--- src/rtl/key_autorepeat_if.sv ---
// key_autorepeat_if: key event inputs and step/held/repeat outputs of one key_autorepeat instance.
interface key_autorepeat_if;
    logic       press_i;
    logic       release_i;
    logic       hold_en_i;
    logic       step_o;
    logic       held_o;
    logic [7:0] repeat_cnt_o;
    modport master (output press_i, release_i, hold_en_i, input step_o, held_o, repeat_cnt_o);
    modport slave  (input press_i, release_i, hold_en_i, output step_o, held_o, repeat_cnt_o);
endinterface

--- src/rtl/key_autorepeat.sv ---
// key_autorepeat: turns debounced press/release pulses into step pulses with DAS delay and ARR repeat.
module key_autorepeat #(
    parameter int unsigned DAS_TICKS = 400000,
    parameter int unsigned ARR_TICKS = 125000,
    parameter int unsigned CNT_W     = 20
) (
    input  logic           clk,
    input  logic           rst_n,
    key_autorepeat_if.slave kif
);
    typedef enum logic [1:0] {IDLE, DELAY, REPEAT, HOLD} state_t;
    localparam logic [CNT_W-1:0] DAS_LAST = CNT_W'(DAS_TICKS - 1);
    localparam logic [CNT_W-1:0] ARR_LAST = CNT_W'(ARR_TICKS - 1);
    state_t           state_q;
    logic [CNT_W-1:0] cnt_q;
    logic             step_q;
    logic             held_q;
    logic [7:0]       rcnt_q;
    logic [7:0]       rcnt_d;
    assign rcnt_d = (rcnt_q == 8'hFF) ? rcnt_q : rcnt_q + 8'd1;
    always_ff @(posedge clk or negedge rst_n) begin
        if (!rst_n) begin
            state_q <= IDLE;
            cnt_q   <= '0;
            step_q  <= 1'b0;
            held_q  <= 1'b0;
            rcnt_q  <= '0;
        end else begin
            step_q <= 1'b0;
            // release beats a simultaneous press; both are ignored while idle
            if (kif.release_i && state_q != IDLE) begin
                state_q <= IDLE;
                held_q  <= 1'b0;
                cnt_q   <= '0;
            end else if (kif.press_i && !kif.release_i) begin
                state_q <= DELAY;
                step_q  <= 1'b1;
                held_q  <= 1'b1;
                cnt_q   <= '0;
                rcnt_q  <= '0;
            end else begin
                case (state_q)
                    DELAY: begin
                        if (cnt_q == DAS_LAST) begin
                            cnt_q   <= '0;
                            state_q <= kif.hold_en_i ? REPEAT : HOLD;
                            step_q  <= kif.hold_en_i;
                            if (kif.hold_en_i) rcnt_q <= rcnt_d;
                        end else begin
                            cnt_q <= cnt_q + 1'b1;
                        end
                    end
                    REPEAT: begin
                        if (!kif.hold_en_i) begin
                            state_q <= HOLD;
                            cnt_q   <= '0;
                        end else if (cnt_q == ARR_LAST) begin
                            step_q <= 1'b1;
                            cnt_q  <= '0;
                            rcnt_q <= rcnt_d;
                        end else begin
                            cnt_q <= cnt_q + 1'b1;
                        end
                    end
                    default: ;
                endcase
            end
        end
    end
    assign kif.step_o       = step_q;
    assign kif.held_o       = held_q;
    assign kif.repeat_cnt_o = rcnt_q;
endmodule
--- src/flat_wrapper.sv ---
// flat-port wrapper written by rule: the top's interface ports become plain ports
module key_autorepeat_flat 
#(
    parameter int unsigned DAS_TICKS = 400000,
    parameter int unsigned ARR_TICKS = 125000,
    parameter int unsigned CNT_W     = 20
)
  (clk, rst_n, kif_press_i, kif_release_i, kif_hold_en_i, kif_step_o, kif_held_o, kif_repeat_cnt_o);
  key_autorepeat_if kif_i ();
  input  logic clk;
  input  logic rst_n;
  input wire logic [$bits(kif_i.press_i)-1:0] kif_press_i;
  input wire logic [$bits(kif_i.release_i)-1:0] kif_release_i;
  input wire logic [$bits(kif_i.hold_en_i)-1:0] kif_hold_en_i;
  output wire logic [$bits(kif_i.step_o)-1:0] kif_step_o;
  output wire logic [$bits(kif_i.held_o)-1:0] kif_held_o;
  output wire logic [$bits(kif_i.repeat_cnt_o)-1:0] kif_repeat_cnt_o;
  assign kif_i.press_i = kif_press_i;
  assign kif_i.release_i = kif_release_i;
  assign kif_i.hold_en_i = kif_hold_en_i;
  assign kif_step_o = kif_i.step_o;
  assign kif_held_o = kif_i.held_o;
  assign kif_repeat_cnt_o = kif_i.repeat_cnt_o;
  key_autorepeat #(.DAS_TICKS(DAS_TICKS), .ARR_TICKS(ARR_TICKS), .CNT_W(CNT_W)) u_core (.clk(clk), .rst_n(rst_n), .kif(kif_i));
endmodule
--- config.mk ---
export PLATFORM = sky130hd
export DESIGN_NAME = key_autorepeat_flat
export DESIGN_NICKNAME = d
export VERILOG_FILES = /design/src/rtl/key_autorepeat_if.sv /design/src/rtl/key_autorepeat.sv /design/src/flat_wrapper.sv
export SDC_FILE = /design/constraint.sdc
export NUM_CORES = 1
export LEC_CHECK = 0
export CAP_MARGIN = 20
export CORE_MARGIN = 10
export CORE_UTILIZATION = 23
export CTS_BUF_LIST = sky130_fd_sc_hd__clkbuf_16
export DETAILED_ROUTE_END_ITERATION = 6
export PLACE_DENSITY_LB_ADDON = 0.05
export REMOVE_ABC_BUFFERS = 1
export SYNTH_ARGS = -nofsm -noshare
export SYNTH_HDL_FRONTEND = slang
export SYNTH_SLANG_ARGS = --single-unit
--- constraint.sdc ---
create_clock -name clk -period 3.2 [get_ports clk]
set_input_delay 0.64 -clock clk [delete_from_list [all_inputs] [get_ports clk]]
set_output_delay 0.64 -clock clk [all_outputs]
set_load 0.02 [all_outputs]
==> results.ini <==
[status]
status = finished clean

[timing]
clock.fmax_mhz = 384
fin_tns_setup_ps = 0
drv_slew = 0
holdWs_ps = 449
hold_viol = 0
finalCritPeriodShare = 0.814
setup_viol = 0
period_minus_slack_ps = 2610
max-slew-margin-rel = 0.472
setup_slack_ps = 594
rsz0062_at_grt = no
tightest_slew_ps = 792
skew_ps = 6.72

[worst_setup_path]
crit_start = kif_release_i
r2r_slack_ps = 680
worstPathRequired_ps = 3400
crit_cells = 6
r2r_cells = 5
cp-start-kind = input pin
cpPeakStageDelay_ps = 620
arrival_ps = 2810
cp_max_fo = 5
crit_chain = clkdlybuf4s50_1 -> nor2b_1 -> nor3_1 -> or4_1 -> or3_1 -> a21oi_1
crit_buf_inv = 1
endpoint = u_core.cnt_q[15]$_DFFE_PN0P_
critPathKind = in2reg
worstReg2RegStart = u_core.cnt_q[10]$_DFFE_PN0P_
end_kind = flip-flop
timing.rr.end = u_core.kif.repeat_cnt_o[7]$_DFFE_PN0P_
crit_family = simple AND/OR/NAND/NOR gates
crit_slowest_cell = or4_1

[grt]
grt_pass1_vias = 1909
grt_first_pass_wirelength_mm = 10.1
use_met2 = 0.151
antenna_found_initial = 0
grtUsageMet1 = 0.124
grtUsageTotal = 0.0965
use_met3 = 0.0247
busiest_layer = met2
grt-ovfl-total = 0
grt_max_degree = 33

[floorplanning]
ios = 15
dieArea_mm2 = 0.0129
core_area_mm2 = 0.00864
dieHeight_um = 114
row_count = 34
fp.dieW_um = 114
start_util = 0.233

[placement]
placedInstanceArea_mm2 = 0.00236
pre_cts_ws_ps = 347
hpwlAfterDp_mm = 4.59
gp_congestion = 0.782
portBuffers = 14
placedCellCount = 350

[clocking]
cts_buffers = 5
post_cts_buffers = 0
cts_hold_buf = 0
cts_tree = yes
htree_num_levels = 2
clkSlewWorstSetupHoldPaths_ps = 50
clk_latency_ps = 280
cts_resized = 0
cts.path.max_buffers = 2
cts.sinks = 32
root_buffer = clkbuf_16

[synthesis]
synth-main-ff-cell = dfrtp_1
synth_top_area_frac = 0.397
netlist_instances = 221
async_flop_share = 1.00
ys_ff_latch = 32
synth-edff-count = 0
netlist_area_mm2 = 0.00202
avgSynthCellArea_um2 = 9.12
ys.warnings.count = 0
synth_top_area_cell = dfrtp_1
synth_cell_types = 43
ys_seq_area_frac = 0.397
synth_area_leaders = dfrtp_1, nand3_1, nor2_1

[job]
drv_cap = 0

[routing]
dr.first_iter.drc_count = 112
vias = 1867
firstDrtPassIters = 4
totalWireLength_mm = 6.09
vias_per_cell = 5.23
wl_per_cell_um = 17.1
postRouteAntennaNets = 0
drcViolationCount = 0

[final_layout]
n_fill_cell = 914
area_delta_synth_final_pct = 23.9
fin_area_mm2 = 0.00250
final_cell_mix = dfrtp_1, nand3_1, nor2_1
multi_input_area_mm2 = 0.00116
drive_gt1_frac = 0.104
regArea_um2 = 801
fin_cells = 357
nNetsFinal = 259
final_common_cell = dfrtp_1
num_antenna_cells = 0

[power_and_ir_drop]
p_per_area_mw_per_mm2 = 652
power_leakage_nw = 0.979
peakVddDrop_mv = 0.174

[min_path]
hold_path.class = in2async

[metrics by stage]
step	total power, mW	utilization
detailed placement	1.19	0.274
floorplan	0.896	-
CTS	1.66	0.289
global placement	1.22	0.274
global route	1.75	0.289
finish	1.63	0.289
[synth_stat cells, types with 4 or more instances]
library cell  number
clkbuf_1           4
o21ai_0            9
xnor2_1            6
o211ai_1           4
dfrtp_1           32
nor4_1             5
ha_1               5
inv_1              8
a21oi_1           11
o2111ai_1          4
xor2_1             4
o31ai_1            7
nand4_1            5
a2111o_1           5
nand2_1           14
or4_1              9
nor3_1             5
nor2b_1            4
nor2_1            18
and3_1             8
nand3_1           20
[worst min-delay path by stage]
stage                                        from                             to
floorplan                                   rst_n    u_core.cnt_q[0]$_DFFE_PN0P_
global placement    u_core.state_q[1]$_DFFE_PN0P_  u_core.state_q[1]$_DFFE_PN0P_
detailed placement  u_core.state_q[1]$_DFFE_PN0P_  u_core.state_q[1]$_DFFE_PN0P_
CTS                                         rst_n  u_core.kif.held_o$_DFFE_PN0N_
global route                                rst_n  u_core.kif.held_o$_DFFE_PN0N_
finish                                      rst_n  u_core.kif.held_o$_DFFE_PN0N_
[worst reg2reg max path, delay by kind of cell (launching register included)]
family | cells | cell delay [ps]
flops | 1 | 450
compound gates | 2 | 380
simple gates | 3 | 1620
[where the power goes]
part / total, mW / internal, mW / switching (mW)
logic: 0.673 / 0.246 / 0.427
clock network: 0.448 / 0.279 / 0.169
registers: 0.506 / 0.453 / 0.0532
[sequential cells by signal (all words and copies together) (netlist names)]
register / cells
u_core.cnt_q: 20
u_core.kif.held_o: 1
u_core.kif.step_o: 1
u_core.state_q: 2
u_core.kif.repeat_cnt_o: 8
[metal layers]
layer | share of wire | up-vias
met1 | 0.47 | 902
li1 | - | 918
met5 | 0 | -
met3 | 0.047 | 4
met2 | 0.47 | 43
met4 | 0.013 | 0
[final cells by class]
class / instances / share of cell area
Sequential cell: 32 / 0.321
Clock buffer: 5 / 0.0501
Multi-Input combinational cell: 175 / 0.466
Timing Repair Buffer: 27 / 0.0932
Inverter: 8 / 0.0120
Tap cell: 108 / 0.0541
Clock inverter: 2 / 0.00351
[cell families (layout without fill, tap and decap cells)]
kind of cell,count (synthesis),count (layout),share of synthesized area
AND/OR/NAND/NOR,102,102,0.290
AO/OA/AOI/OAI,57,57,0.205
flip-flops,32,32,0.397
multiplexers,1,1,0.00559
buffers and inverters,14,42,0.0273
XOR/XNOR,10,10,0.0434
adder cells (fa/ha/maj),5,5,0.0310
(Power assumes the default switching activity.)
